`src/rtl/sha_arb_pkg.sv`:
```
// Shared types and constants for the SHA-256 job arbiter.
package sha_arb_pkg;

    typedef enum logic [2:0] {
        IDLE,
        START,
        WAIT_LO,
        WAIT_HI,
        FINISH,
        ABORT
    } arb_state_t;

    localparam int ADDR_W_DEF      = 16;
    localparam int JOB_CNT_W       = 16;
    localparam int WDOG_CNT_W      = 16;
    localparam int CORE_RST_CYCLES = 2;

endpackage

```
`src/rtl/sha256_job_arbiter_if.sv`:
```
// Requester-side job handshake: level request plus addresses in, ack/err pulses out.
interface sha256_job_arbiter_if
    import sha_arb_pkg::*;
#(
    parameter int NUM_REQ = 4,
    parameter int ADDR_W  = ADDR_W_DEF
);

    logic [NUM_REQ-1:0]        req;
    logic [NUM_REQ*ADDR_W-1:0] req_msg_addr;
    logic [NUM_REQ*ADDR_W-1:0] req_out_addr;
    logic [NUM_REQ-1:0]        ack;
    logic [NUM_REQ-1:0]        err;

    modport master (
        output req, req_msg_addr, req_out_addr,
        input  ack, err
    );

    modport slave (
        input  req, req_msg_addr, req_out_addr,
        output ack, err
    );

endinterface

```
`src/rtl/sha_rr_picker.sv`:
```
// Combinational round-robin picker: first set request searching upward from ptr+1, wrapping.
module sha_rr_picker #(
    parameter int NUM_REQ = 4
) (
    input  logic [NUM_REQ-1:0]         req,
    input  logic [$clog2(NUM_REQ)-1:0] ptr,
    output logic                       valid,
    output logic [$clog2(NUM_REQ)-1:0] winner
);

    localparam int IDX_W = $clog2(NUM_REQ);

    logic             found;
    int               idx_int;
    logic [IDX_W-1:0] idx;

    // The requester just served sits at ptr, so it is visited last.
    always_comb begin
        valid   = |req;
        winner  = '0;
        found   = 1'b0;
        idx_int = 0;
        idx     = '0;
        for (int k = 1; k <= NUM_REQ; k++) begin
            idx_int = (int'(ptr) + k) % NUM_REQ;
            idx     = IDX_W'(idx_int);
            if (!found && req[idx]) begin
                winner = idx;
                found  = 1'b1;
            end
        end
    end

endmodule

```
`src/rtl/sha256_job_arbiter.sv`:
```
// Round-robin arbiter sharing one SHA-256 core among NUM_REQ requesters.
// Define SHA_ARB_WDOG_EN to add the per-job watchdog with core reset and err reporting.
module sha256_job_arbiter
    import sha_arb_pkg::*;
#(
    parameter int NUM_REQ     = 4,
    parameter int ADDR_W      = ADDR_W_DEF,
    parameter int WDOG_CYCLES = 4096
) (
    input  logic                       clk,
    input  logic                       reset_n,
    sha256_job_arbiter_if.slave        jobs,
    output logic                       busy,
    output logic [$clog2(NUM_REQ)-1:0] grant_id,
    output logic [JOB_CNT_W-1:0]       jobs_done,
    output logic                       core_start,
    output logic [ADDR_W-1:0]          core_msg_addr,
    output logic [ADDR_W-1:0]          core_out_addr,
    input  logic                       core_done,
    output logic                       core_rst_n
);

    localparam int IDX_W = $clog2(NUM_REQ);

    if (NUM_REQ < 2 || NUM_REQ > 8 || WDOG_CYCLES < 1 || WDOG_CYCLES > 65536) begin : g_param_check
        $error("sha256_job_arbiter: parameter out of range");
    end

    arb_state_t           state_q, state_d;
    logic [IDX_W-1:0]     grant_q, ptr_q, pick_id;
    logic                 pick_valid, launch, job_aborted;
    logic [ADDR_W-1:0]    msg_q, out_q, pick_msg, pick_out;
    logic [JOB_CNT_W-1:0] jobs_q;
    logic [NUM_REQ-1:0]   ack_vec, err_vec;

    sha_rr_picker #(.NUM_REQ(NUM_REQ)) u_picker (
        .req    (jobs.req),
        .ptr    (ptr_q),
        .valid  (pick_valid),
        .winner (pick_id)
    );

    always_comb begin
        pick_msg = '0;
        pick_out = '0;
        for (int i = 0; i < NUM_REQ; i++) begin
            if (pick_id == IDX_W'(i)) begin
                pick_msg = jobs.req_msg_addr[i*ADDR_W +: ADDR_W];
                pick_out = jobs.req_out_addr[i*ADDR_W +: ADDR_W];
            end
        end
    end

    // Only launch when the core reports idle, otherwise its done edge sequence is meaningless.
    assign launch = (state_q == IDLE) && pick_valid && core_done;

`ifdef SHA_ARB_WDOG_EN
    logic [WDOG_CNT_W-1:0] wdog_q;
    logic [1:0]            abort_cnt_q;
    logic                  aborted_q;
    logic                  wdog_hit, abort_done;

    assign wdog_hit   = (wdog_q == WDOG_CNT_W'(WDOG_CYCLES - 1));
    assign abort_done = (abort_cnt_q == 2'(CORE_RST_CYCLES - 1));

    always_ff @(posedge clk or negedge reset_n) begin
        if (!reset_n) begin
            wdog_q      <= '0;
            abort_cnt_q <= '0;
            aborted_q   <= 1'b0;
        end else begin
            case (state_q)
                START: begin
                    wdog_q    <= '0;
                    aborted_q <= 1'b0;
                end
                WAIT_LO, WAIT_HI: begin
                    wdog_q      <= wdog_q + 1'b1;
                    abort_cnt_q <= '0;
                    if (state_d == ABORT) aborted_q <= 1'b1;
                end
                ABORT:   abort_cnt_q <= abort_cnt_q + 1'b1;
                default: ;
            endcase
        end
    end

    assign job_aborted = aborted_q;
    assign core_rst_n  = reset_n & (state_q != ABORT);
`else
    assign job_aborted = 1'b0;
    assign core_rst_n  = reset_n;
`endif

    always_comb begin
        state_d = state_q;
        case (state_q)
            IDLE:    if (launch) state_d = START;
            START:   state_d = WAIT_LO;
            WAIT_LO: begin
                if (!core_done) state_d = WAIT_HI;
`ifdef SHA_ARB_WDOG_EN
                else if (wdog_hit) state_d = ABORT;
`endif
            end
            WAIT_HI: begin
                if (core_done) state_d = FINISH;
`ifdef SHA_ARB_WDOG_EN
                else if (wdog_hit) state_d = ABORT;
`endif
            end
            FINISH:  state_d = IDLE;
`ifdef SHA_ARB_WDOG_EN
            ABORT:   if (abort_done) state_d = FINISH;
`endif
            default: state_d = IDLE;
        endcase
    end

    always_comb begin
        ack_vec = '0;
        err_vec = '0;
        if (state_q == FINISH) begin
            ack_vec[grant_q] = 1'b1;
            err_vec[grant_q] = job_aborted;
        end
    end

    // Pointer moves to the served requester even on abort so it cannot monopolise a hung core.
    always_ff @(posedge clk or negedge reset_n) begin
        if (!reset_n) begin
            state_q <= IDLE;
            grant_q <= '0;
            msg_q   <= '0;
            out_q   <= '0;
            ptr_q   <= IDX_W'(NUM_REQ - 1);
            jobs_q  <= '0;
        end else begin
            state_q <= state_d;
            if (launch) begin
                grant_q <= pick_id;
                msg_q   <= pick_msg;
                out_q   <= pick_out;
            end
            if (state_q == FINISH) begin
                ptr_q <= grant_q;
                if (!job_aborted) jobs_q <= jobs_q + 1'b1;
            end
        end
    end

    assign jobs.ack      = ack_vec;
    assign jobs.err      = err_vec;
    assign busy          = (state_q != IDLE);
    assign core_start    = (state_q == START);
    assign grant_id      = grant_q;
    assign core_msg_addr = msg_q;
    assign core_out_addr = out_q;
    assign jobs_done     = jobs_q;

endmodule

```
`src/flat_wrapper.sv`:
```
// flat-port wrapper written by rule: the top's interface ports become plain ports
module sha256_job_arbiter_flat import sha_arb_pkg::*;
#(
    parameter int NUM_REQ     = 4,
    parameter int ADDR_W      = ADDR_W_DEF,
    parameter int WDOG_CYCLES = 4096
)
  (clk, reset_n, busy, grant_id, jobs_done, core_start, core_msg_addr, core_out_addr, core_done, core_rst_n, jobs_req, jobs_req_msg_addr, jobs_req_out_addr, jobs_ack, jobs_err);
  sha256_job_arbiter_if #(.NUM_REQ(NUM_REQ), .ADDR_W(ADDR_W)) jobs_i ();
  input  logic clk;
  input  logic reset_n;
  output logic busy;
  output logic [$clog2(NUM_REQ)-1:0] grant_id;
  output logic [JOB_CNT_W-1:0] jobs_done;
  output logic core_start;
  output logic [ADDR_W-1:0] core_msg_addr;
  output logic [ADDR_W-1:0] core_out_addr;
  input  logic core_done;
  output logic core_rst_n;
  input wire logic [$bits(jobs_i.req)-1:0] jobs_req;
  input wire logic [$bits(jobs_i.req_msg_addr)-1:0] jobs_req_msg_addr;
  input wire logic [$bits(jobs_i.req_out_addr)-1:0] jobs_req_out_addr;
  output wire logic [$bits(jobs_i.ack)-1:0] jobs_ack;
  output wire logic [$bits(jobs_i.err)-1:0] jobs_err;
  assign jobs_i.req = jobs_req;
  assign jobs_i.req_msg_addr = jobs_req_msg_addr;
  assign jobs_i.req_out_addr = jobs_req_out_addr;
  assign jobs_ack = jobs_i.ack;
  assign jobs_err = jobs_i.err;
  sha256_job_arbiter #(.NUM_REQ(NUM_REQ), .ADDR_W(ADDR_W), .WDOG_CYCLES(WDOG_CYCLES)) u_core (.clk(clk), .reset_n(reset_n), .jobs(jobs_i), .busy(busy), .grant_id(grant_id), .jobs_done(jobs_done), .core_start(core_start), .core_msg_addr(core_msg_addr), .core_out_addr(core_out_addr), .core_done(core_done), .core_rst_n(core_rst_n));
endmodule
```
`config.mk`:
```
export PLATFORM = sky130hd
export DESIGN_NAME = sha256_job_arbiter_flat
export DESIGN_NICKNAME = d
export VERILOG_FILES = /design/src/rtl/sha_arb_pkg.sv /design/src/rtl/sha256_job_arbiter_if.sv /design/src/rtl/sha_rr_picker.sv /design/src/rtl/sha256_job_arbiter.sv /design/src/flat_wrapper.sv
export SDC_FILE = /design/constraint.sdc
export NUM_CORES = 1
export LEC_CHECK = 0
export BUFFER_PORTS_ARGS = -buffer_cell sky130_fd_sc_hd__clkbuf_2
export CAP_MARGIN = 10
export CORE_MARGIN = 4
export CORE_UTILIZATION = 30
export DETAILED_ROUTE_END_ITERATION = 8
export SLEW_MARGIN = 20
export SYNTH_ARGS = -nofsm -noshare
export SYNTH_HDL_FRONTEND = slang
export SYNTH_SLANG_ARGS = --single-unit
```
`constraint.sdc`:
```
create_clock -name clk -period 2.7 [get_ports clk]
set_clock_uncertainty 0.1 [all_clocks]
set_input_delay 0.27 -clock clk [delete_from_list [all_inputs] [get_ports clk]]
set_output_delay 0.27 -clock clk [all_outputs]
set_load 0.01 [all_outputs]
```
==> results.json, run 1 <==
{
  "whs_ps": 106.8,
  "setup_tns_ps": 0,
  "run_status": "finished, final reports clean",
  "slew_headroom": 0.5021,
  "tritoncts_num_sinks": 55,
  "critical_path.startpoint_type": "register",
  "syn_area_per_cell_sq_um": 8.313,
  "synth_top_area_frac": 0.3553,
  "synth.lib_cells_used.distinct": 39,
  "post_synth_top_cells": "sky130_fd_sc_hd__nand3_1, sky130_fd_sc_hd__a21oi_1, sky130_fd_sc_hd__dfrtp_1",
  "layout-drive-gt1-share": 0.3666,
  "worst_slew_pin_slew_ps": 746.9,
  "critical_path.endpoint_type": "register",
  "post-synth-top-count-cell": "sky130_fd_sc_hd__nand3_1",
  "max_freq_ghz": 0.4378,
  "period_needed_ps": 2284,
  "area.growth.synth_to_final_pct": 34.13,
  "antenna_found_initial": 0,
  "holdCritPathClass": "input port to asynchronous set/reset pin",
  "fin_area_sq_mm": 0.005006,
  "synth_ff_type": "sky130_fd_sc_hd__dfrtp_1",
  "cts_hold_buffers": 0,
  "sequential_cell_area_sq_mm": 0.001379,
  "post_cts_resized": 0,
  "gr-usage-all-layers": 0.1797,
  "root_buffer_master": "sky130_fd_sc_hd__clkbuf_16",
  "nNetsFinal": 746,
  "postLayoutSetupSlackWorst_ps": 415.8,
  "rsz0062_at_grt": "false",
  "ys_seq_elements": 55,
  "cts_max_path_buffers": 2,
  "post_synth_instance_area_sq_mm": 0.003732,
  "grt_pass1_wl_mm": 21.22,
  "detailedPlacementHpwl_mm": 9.325,
  "placementRows": 40,
  "post-route-period-util": 0.8460,
  "drc": 0,
  "first_global_vias": 4196,
  "route.detailed.vias_per_inst": 5.330,
  "final_core_utilization": 0.4133,
  "clock_tree.htree_level_count": 2,
  "finalWirelength_mm": 12.96,
  "async_sr_flop_fraction": 1.000,
  "power.density_cell_area_mw_per_mm2": 809.7,
  "gr-total-overflow": 0,
  "detailedRoute.firstPassIterationCount": 5,
  "boundaryPins": 196,
  "filler_cell_count": 1287,
  "num_vias": 4152,
  "design.core.area_sq_mm": 0.01211,
  "grt_start_max_net_pins": 66,
  "placement.setup.worst_slack_ps": 385.8,
  "antenna_cells_inserted": 0,
  "postPlaceCellArea_sq_mm": 0.004831,
  "area_used_by_multi_input_combinational_logic_sq_mm": 0.002148,
  "setup_violations": 0,
  "dieArea_sq_mm": 0.01429,
  "drv_cap": 0,
  "post_synth_inst_count": 449,
  "synth_area_leaders": "sky130_fd_sc_hd__dfrtp_1, sky130_fd_sc_hd__nand3_1, sky130_fd_sc_hd__mux2i_1",
  "clk-insertion-delay-late_ps": 300,
  "worst-setup-path-type": "register to register",
  "finalWeightedCongestion": 0.7846,
  "die_w_um": 119.5,
  "starting_density_of_the_core": 0.3082,
  "power.ir.vdd_worst_uv": 313.4,
  "die_h_um": 119.5,
  "synth-edff-count": 0,
  "leakage_nw": 2.387,
  "path_clk_slew_ps": 80,
  "wp_data_arrival_ps": 2360,
  "post_drt_wl_per_cell_um": 16.64,
  "initial_detailed_routing_violation_count": 312,
  "portBuffers": 191,
  "synth.largest_area_cell": "sky130_fd_sc_hd__dfrtp_1",
  "slew_violations": 0,
  "final_antenna_net_count": 0,
  "postCtsSetupRepairBufs": 0,
  "cp_max_fo": 21,
  "synth-seq-area-share": 0.3694,
  "report.final.hold_viol_count": 0,
  "tritoncts": "yes",
  "yosys_warnings": 0,
  "cts_buffers": 5,
  "required_time_reported_for_the_critical_path_endpoint_ps": 2780
}
==> layout make-up <==
cell class / count / share of cell area
clock buffers: 5 / 0.02499
well taps: 168 / 0.04199
clock inverters: 3 / 0.009998
repair buffers: 205 / 0.2169
inverters: 2 / 0.001500
multi-input cells: 341 / 0.4291
flip-flops and latches: 55 / 0.2754
==> per-layer routing <==
metal / global-route usage / share of wire / up-vias
li1: - / - / 1998
met1: 0.2365 / 0.43 / 1976
met2: 0.3054 / 0.49 / 166
met3: 0.03205 / 0.062 / 12
met4: 0.04581 / 0.012 / 0
met5: 0 / 0 / -
==> critical path, cell delays in order (launching register included) <==
cell                      delay (ps)
sky130_fd_sc_hd__dfstp_2         610
sky130_fd_sc_hd__mux2i_1         240
sky130_fd_sc_hd__o22a_1          220
sky130_fd_sc_hd__o21a_4          370
sky130_fd_sc_hd__buf_4           300
sky130_fd_sc_hd__mux2i_1         220
sky130_fd_sc_hd__nand3_1          90
==> through the flow <==
| step | cells | total power, mW |
|---|---|---|
| 2_1_floorplan | 452 | 2.546 |
| 6_report | 779 | 4.053 |
| 4_1_cts | 779 | 4.096 |
| 5_1_grt | 779 | 4.361 |
| 3_3_place_gp | 771 | 3.257 |
| 3_5_place_dp | 771 | 3.299 |
==> placed cells by master (no fill, tap or decap), drive strengths merged, types with 2 or more instances in the layout <==
cell type / netlist / final
nor3: 5 / 5
nor2: 7 / 7
o21a: 2 / 2
nand2: 15 / 15
mux2i: 33 / 33
dfrtp: 53 / 53
nand2b: 4 / 4
o21ai: 4 / 4
clkbuf: 30 / 196
buf: 24 / 14
a32oi: 32 / 32
conb: 1 / 4
a21oi: 65 / 65
xnor2: 9 / 9
nand3: 134 / 134
xor2: 6 / 6
dfstp: 2 / 2
nand4: 4 / 4
nor3b: 2 / 2
inv: 2 / 4
and3: 3 / 3
==> sequential cells by signal, indices dropped and copies added, names as in the netlist <==
register / count
u_core.core_msg_addr: 16
u_core.ptr_q: 2
u_core.state_q: 3
u_core.jobs_done: 16
u_core.grant_id: 2
u_core.core_out_addr: 16
==> cells by family after synthesis <==
group,after synthesis,share of synthesized area
flip-flops,55,0.3694
AO/OA/AOI/OAI,107,0.1797
buffers and inverters,56,0.07073
multiplexers,33,0.08850
XOR/XNOR,15,0.03520
AND/OR/NAND/NOR,181,0.2521
other,1,0.001005
adder cells (fa/ha/maj),1,0.003352
==> path summary, 6_finish.rpt <==
check                                 startpoint  slack (ps)                        to  cells after the start
max                              u_core.ptr_q[1]         420  u_core.core_out_addr[11]                      6
min                                      reset_n         110   u_core.core_msg_addr[6]                      2
max reg2reg                      u_core.ptr_q[1]         420  u_core.core_out_addr[11]                      6
min reg2reg                 u_core.jobs_done[15]         370      u_core.jobs_done[15]                      1
max in group asynchronous                reset_n        1890  u_core.core_msg_addr[14]                      2
min in group clk           jobs_req_msg_addr[52]         110   u_core.core_msg_addr[4]                      3
==> report_power, final <==
part,switching (mW),internal (mW)
clock network,0.332,0.449
logic,1.13,0.768
registers,0.252,1.12
total,1.72,2.34
No activity file was read; power rests on OpenSTA's default activity.
==> inputs of run 2 (changes only) <==
--- a/config.mk
+++ b/config.mk
@@ -5,6 +5,7 @@
 export SDC_FILE = /design/constraint.sdc
 export NUM_CORES = 1
 export LEC_CHECK = 0
+export ABC_AREA = 1
 export BUFFER_PORTS_ARGS = -buffer_cell sky130_fd_sc_hd__clkbuf_2
 export CAP_MARGIN = 10
 export CORE_MARGIN = 4
==> constraint.sdc (replaced) <==
create_clock -name clk -period 2.1 [get_ports clk]
set_clock_uncertainty 0.1 [all_clocks]
set_input_delay 0.21 -clock clk [delete_from_list [all_inputs] [get_ports clk]]
set_output_delay 0.21 -clock clk [all_outputs]
set_load 0.01 [all_outputs]
==> run 2 against run 1 <==
Combinational power increased to 4.5 times the previous value. The run now ends with setup timing left. Highest routed layer unchanged. Largest power group unchanged. Global-route usage increased by 2.0 points. Clock-buffer cell count unchanged. Sequential cell count unchanged.
==> results.json, run 2 <==
{
  "initial_detailed_routing_violation_count": 281,
  "die_h_um": 118.5,
  "clock_tree.htree_level_count": 2,
  "globalRouteMet2Util": 0.3513,
  "power.density_cell_area_mw_per_mm2": 2000,
  "detailedRoute.firstPassIterationCount": 5,
  "fin_area_sq_mm": 0.005547,
  "wp_data_arrival_ps": 2410,
  "route.detailed.vias_per_inst": 5.240,
  "synth_area_leaders": "sky130_fd_sc_hd__dfrtp_1, sky130_fd_sc_hd__nand2_1, sky130_fd_sc_hd__nand4_1",
  "design.core.area_sq_mm": 0.01201,
  "area.growth.synth_to_final_pct": 51.30,
  "post-route-period-util": 1.107,
  "path_clk_slew_ps": 80,
  "gr-usage-all-layers": 0.1997,
  "slew_headroom": 0.5166,
  "finalWeightedCongestion": 0.8513,
  "first_global_vias": 4525,
  "leakage_nw": 2.964,
  "cts_hold_buffers": 0,
  "synth-seq-area-share": 0.3761,
  "postPlaceCellArea_sq_mm": 0.004747,
  "power.total_mw": 11.09,
  "max_freq_ghz": 0.4302,
  "die_w_um": 118.5,
  "grt_pass1_wl_mm": 22.79,
  "cts_max_path_buffers": 2,
  "postLayoutSetupSlackWorst_ps": -224.6,
  "gr-total-overflow": 0,
  "seq_power_share": 0.155,
  "cell_type_group_with_the_largest_total_delay_on_the_critical_path": "simple AND/OR/NAND/NOR gates",
  "critPathMostFrequentCell": "sky130_fd_sc_hd__nand2_2",
  "root_buffer_master": "sky130_fd_sc_hd__clkbuf_16",
  "grt.met1_usage": 0.2384,
  "run_status": "finished with violations",
  "critical_path.startpoint_type": "register",
  "finalWirelength_mm": 14.82,
  "rsz0062_at_grt": "true",
  "required_time_reported_for_the_critical_path_endpoint_ps": 2190,
  "crit_slowest_cell": "sky130_fd_sc_hd__dfstp_2",
  "gr-max-usage-layer": "met2",
  "period_needed_ps": 2325,
  "detailedPlacementHpwl_mm": 9.397,
  "sequential_cell_area_sq_mm": 0.001379,
  "tritoncts": "yes",
  "place.detailed.instances": 814,
  "synth_ff_type": "sky130_fd_sc_hd__dfrtp_1",
  "placementRows": 40,
  "slew_violations": 0,
  "violations": "setup timing",
  "syn_area_per_cell_sq_um": 7.497,
  "clk-insertion-delay-late_ps": 290,
  "final_common_cell": "sky130_fd_sc_hd__clkbuf_2",
  "mostFrequentLayoutCells": "sky130_fd_sc_hd__clkbuf_2, sky130_fd_sc_hd__nand2_1, sky130_fd_sc_hd__nand4_1",
  "grt_start_max_net_pins": 56,
  "layout-drive-gt1-share": 0.4377,
  "crit_chain": "inv_4, nand2_2, nand2_2, nand2_2, nand2_2, nor2_4, buf_6, nand4_4, nand2_4, buf_6, nor2_4, buf_12, nand2_1, nand4_1, nand2_1, nand2_1",
  "filler_cell_count": 1177,
  "ys_seq_elements": 55,
  "synth.largest_area_cell": "sky130_fd_sc_hd__dfrtp_1",
  "power.combinational.fraction": 0.769,
  "holdCritPathClass": "input port to asynchronous set/reset pin",
  "netSwitchingPower_mw": 5.386,
  "post_synth_instance_area_sq_mm": 0.003666,
  "critical_path.max_stage_delay_ps": 620,
  "antenna_cells_inserted": 0,
  "drc": 0,
  "cp_max_fo": 10,
  "critical_path_buf_inv_count": 4,
  "report.final.hold_viol_count": 0,
  "num_vias": 4470,
  "synth.lib_cells_used.distinct": 36,
  "final_antenna_net_count": 0,
  "cts_buffers": 5,
  "dieArea_sq_mm": 0.01405,
  "post-synth-top-count-cell": "sky130_fd_sc_hd__nand2_1",
  "finish.cell_count_without_fillers": 853,
  "post_drt_wl_per_cell_um": 17.37,
  "tritoncts_num_sinks": 55,
  "netSwitchingFraction": 0.4855,
  "antenna_found_initial": 0,
  "nNetsFinal": 841,
  "synth_top_area_frac": 0.3618,
  "portBuffers": 191,
  "area_used_by_multi_input_combinational_logic_sq_mm": 0.002112,
  "power.ir.vdd_worst_uv": 1073,
  "yosys_warnings": 0,
  "critical_path.endpoint_type": "register",
  "whs_ps": 15.92,
  "post_synth_top_cells": "sky130_fd_sc_hd__nand2_1, sky130_fd_sc_hd__nand4_1, sky130_fd_sc_hd__nand3_1",
  "async_sr_flop_fraction": 1.000,
  "groute.layer.met3.usage": 0.04641,
  "worst-setup-path-type": "register to register",
  "post_synth_inst_count": 489,
  "boundaryPins": 196,
  "worst_slew_pin_slew_ps": 725.1,
  "setup_violations": 33,
  "drv_cap": 0,
  "power_frac_clock": 0.077,
  "power_report.internal_total_mw": 5.708,
  "starting_density_of_the_core": 0.3052,
  "synth-edff-count": 0
}
==> run 2: cell types whose count changed in the layout (fill, tap and decap cells not counted), moves of 13 or more <==
cell	previous run	this run
sky130_fd_sc_hd__nand3_2	0	17
sky130_fd_sc_hd__inv_1	2	15
sky130_fd_sc_hd__nand4_1	4	70
sky130_fd_sc_hd__nand2_1	14	158
sky130_fd_sc_hd__nand3_1	134	55
sky130_fd_sc_hd__a21oi_1	65	2
sky130_fd_sc_hd__mux2i_1	33	0
sky130_fd_sc_hd__a32oi_1	32	0
sky130_fd_sc_hd__nand2_2	0	14
==> run 2: layout make-up <==
| class | instances | area share |
|---|---|---|
| Inverter | 20 | 0.01399 |
| Timing Repair Buffer | 242 | 0.2964 |
| Sequential cell | 55 | 0.2486 |
| Tap cell | 147 | 0.03316 |
| Clock inverter | 3 | 0.004512 |
| Clock buffer | 5 | 0.02256 |
| Multi-Input combinational cell | 381 | 0.3808 |
==> run 2: cells by family (layout without fill, tap and decap cells) <==
logic type,count (synthesis),in the layout,share of synthesized area
other,1,4,0.001023
buffers and inverters,58,270,0.09283
AOI/OAI and AO/OA,9,9,0.01399
adders and majority gates,1,1,0.003412
DFF,55,55,0.3761
and+or+nand+nor,351,353,0.4792
xor gates and xnor gates,14,14,0.03345
==> run 2: final timing paths <==
check | from | to | slack, ps | cells after the start
setup / recovery | u_core.ptr_q[0] | u_core.core_out_addr[5] | -220 | 16
hold / removal | reset_n | u_core.core_msg_addr[7] | 20 | 2
setup reg to reg | u_core.ptr_q[0] | u_core.core_out_addr[5] | -220 | 16
hold reg to reg | u_core.core_msg_addr[8] | u_core.core_msg_addr[8] | 380 | 2
max in group asynchronous | reset_n | u_core.state_q[2] | 1410 | 2
min in group clk | core_done | u_core.state_q[2] | 90 | 3
==> run 2: per-layer routing <==
metal,vias up,wire length [um]
li1,2086,-
met4,0,453
met2,250,7190
met5,-,0
met1,2093,5848
met3,41,1328
==> run 2: repair_timing <==
item,4_1_cts,5_1_grt
pin swaps,12,11
gates cloned,7,3
endpoints found under the setup margin,34,37
buffers inserted,16,5
resized for setup,50,12
==> run 2: power groups by stage <==
stage                     logic (mW)  registers, mW  clock network, mW
after floorplan                 4.03           1.82                  0
after global placement          5.36           1.72                  0
after detailed placement        5.48           1.72                  0
after CTS                       7.88           1.71              0.878
after global routing            9.15           1.76              0.920
final                           8.53           1.72              0.851
==> run 2: per-stage QoR <==
step / setup TNS (ps) / worst slack [ps] / util
CTS: -2894 / -115.6 / 0.4480
floorplan: 0 / 108.0 / -
detailed placement: -16480 / -525.4 / 0.3952
global route: -10110 / -345.8 / 0.4618
finish: -6066 / -224.6 / 0.4618
global placement: -12860 / -415.9 / 0.3952
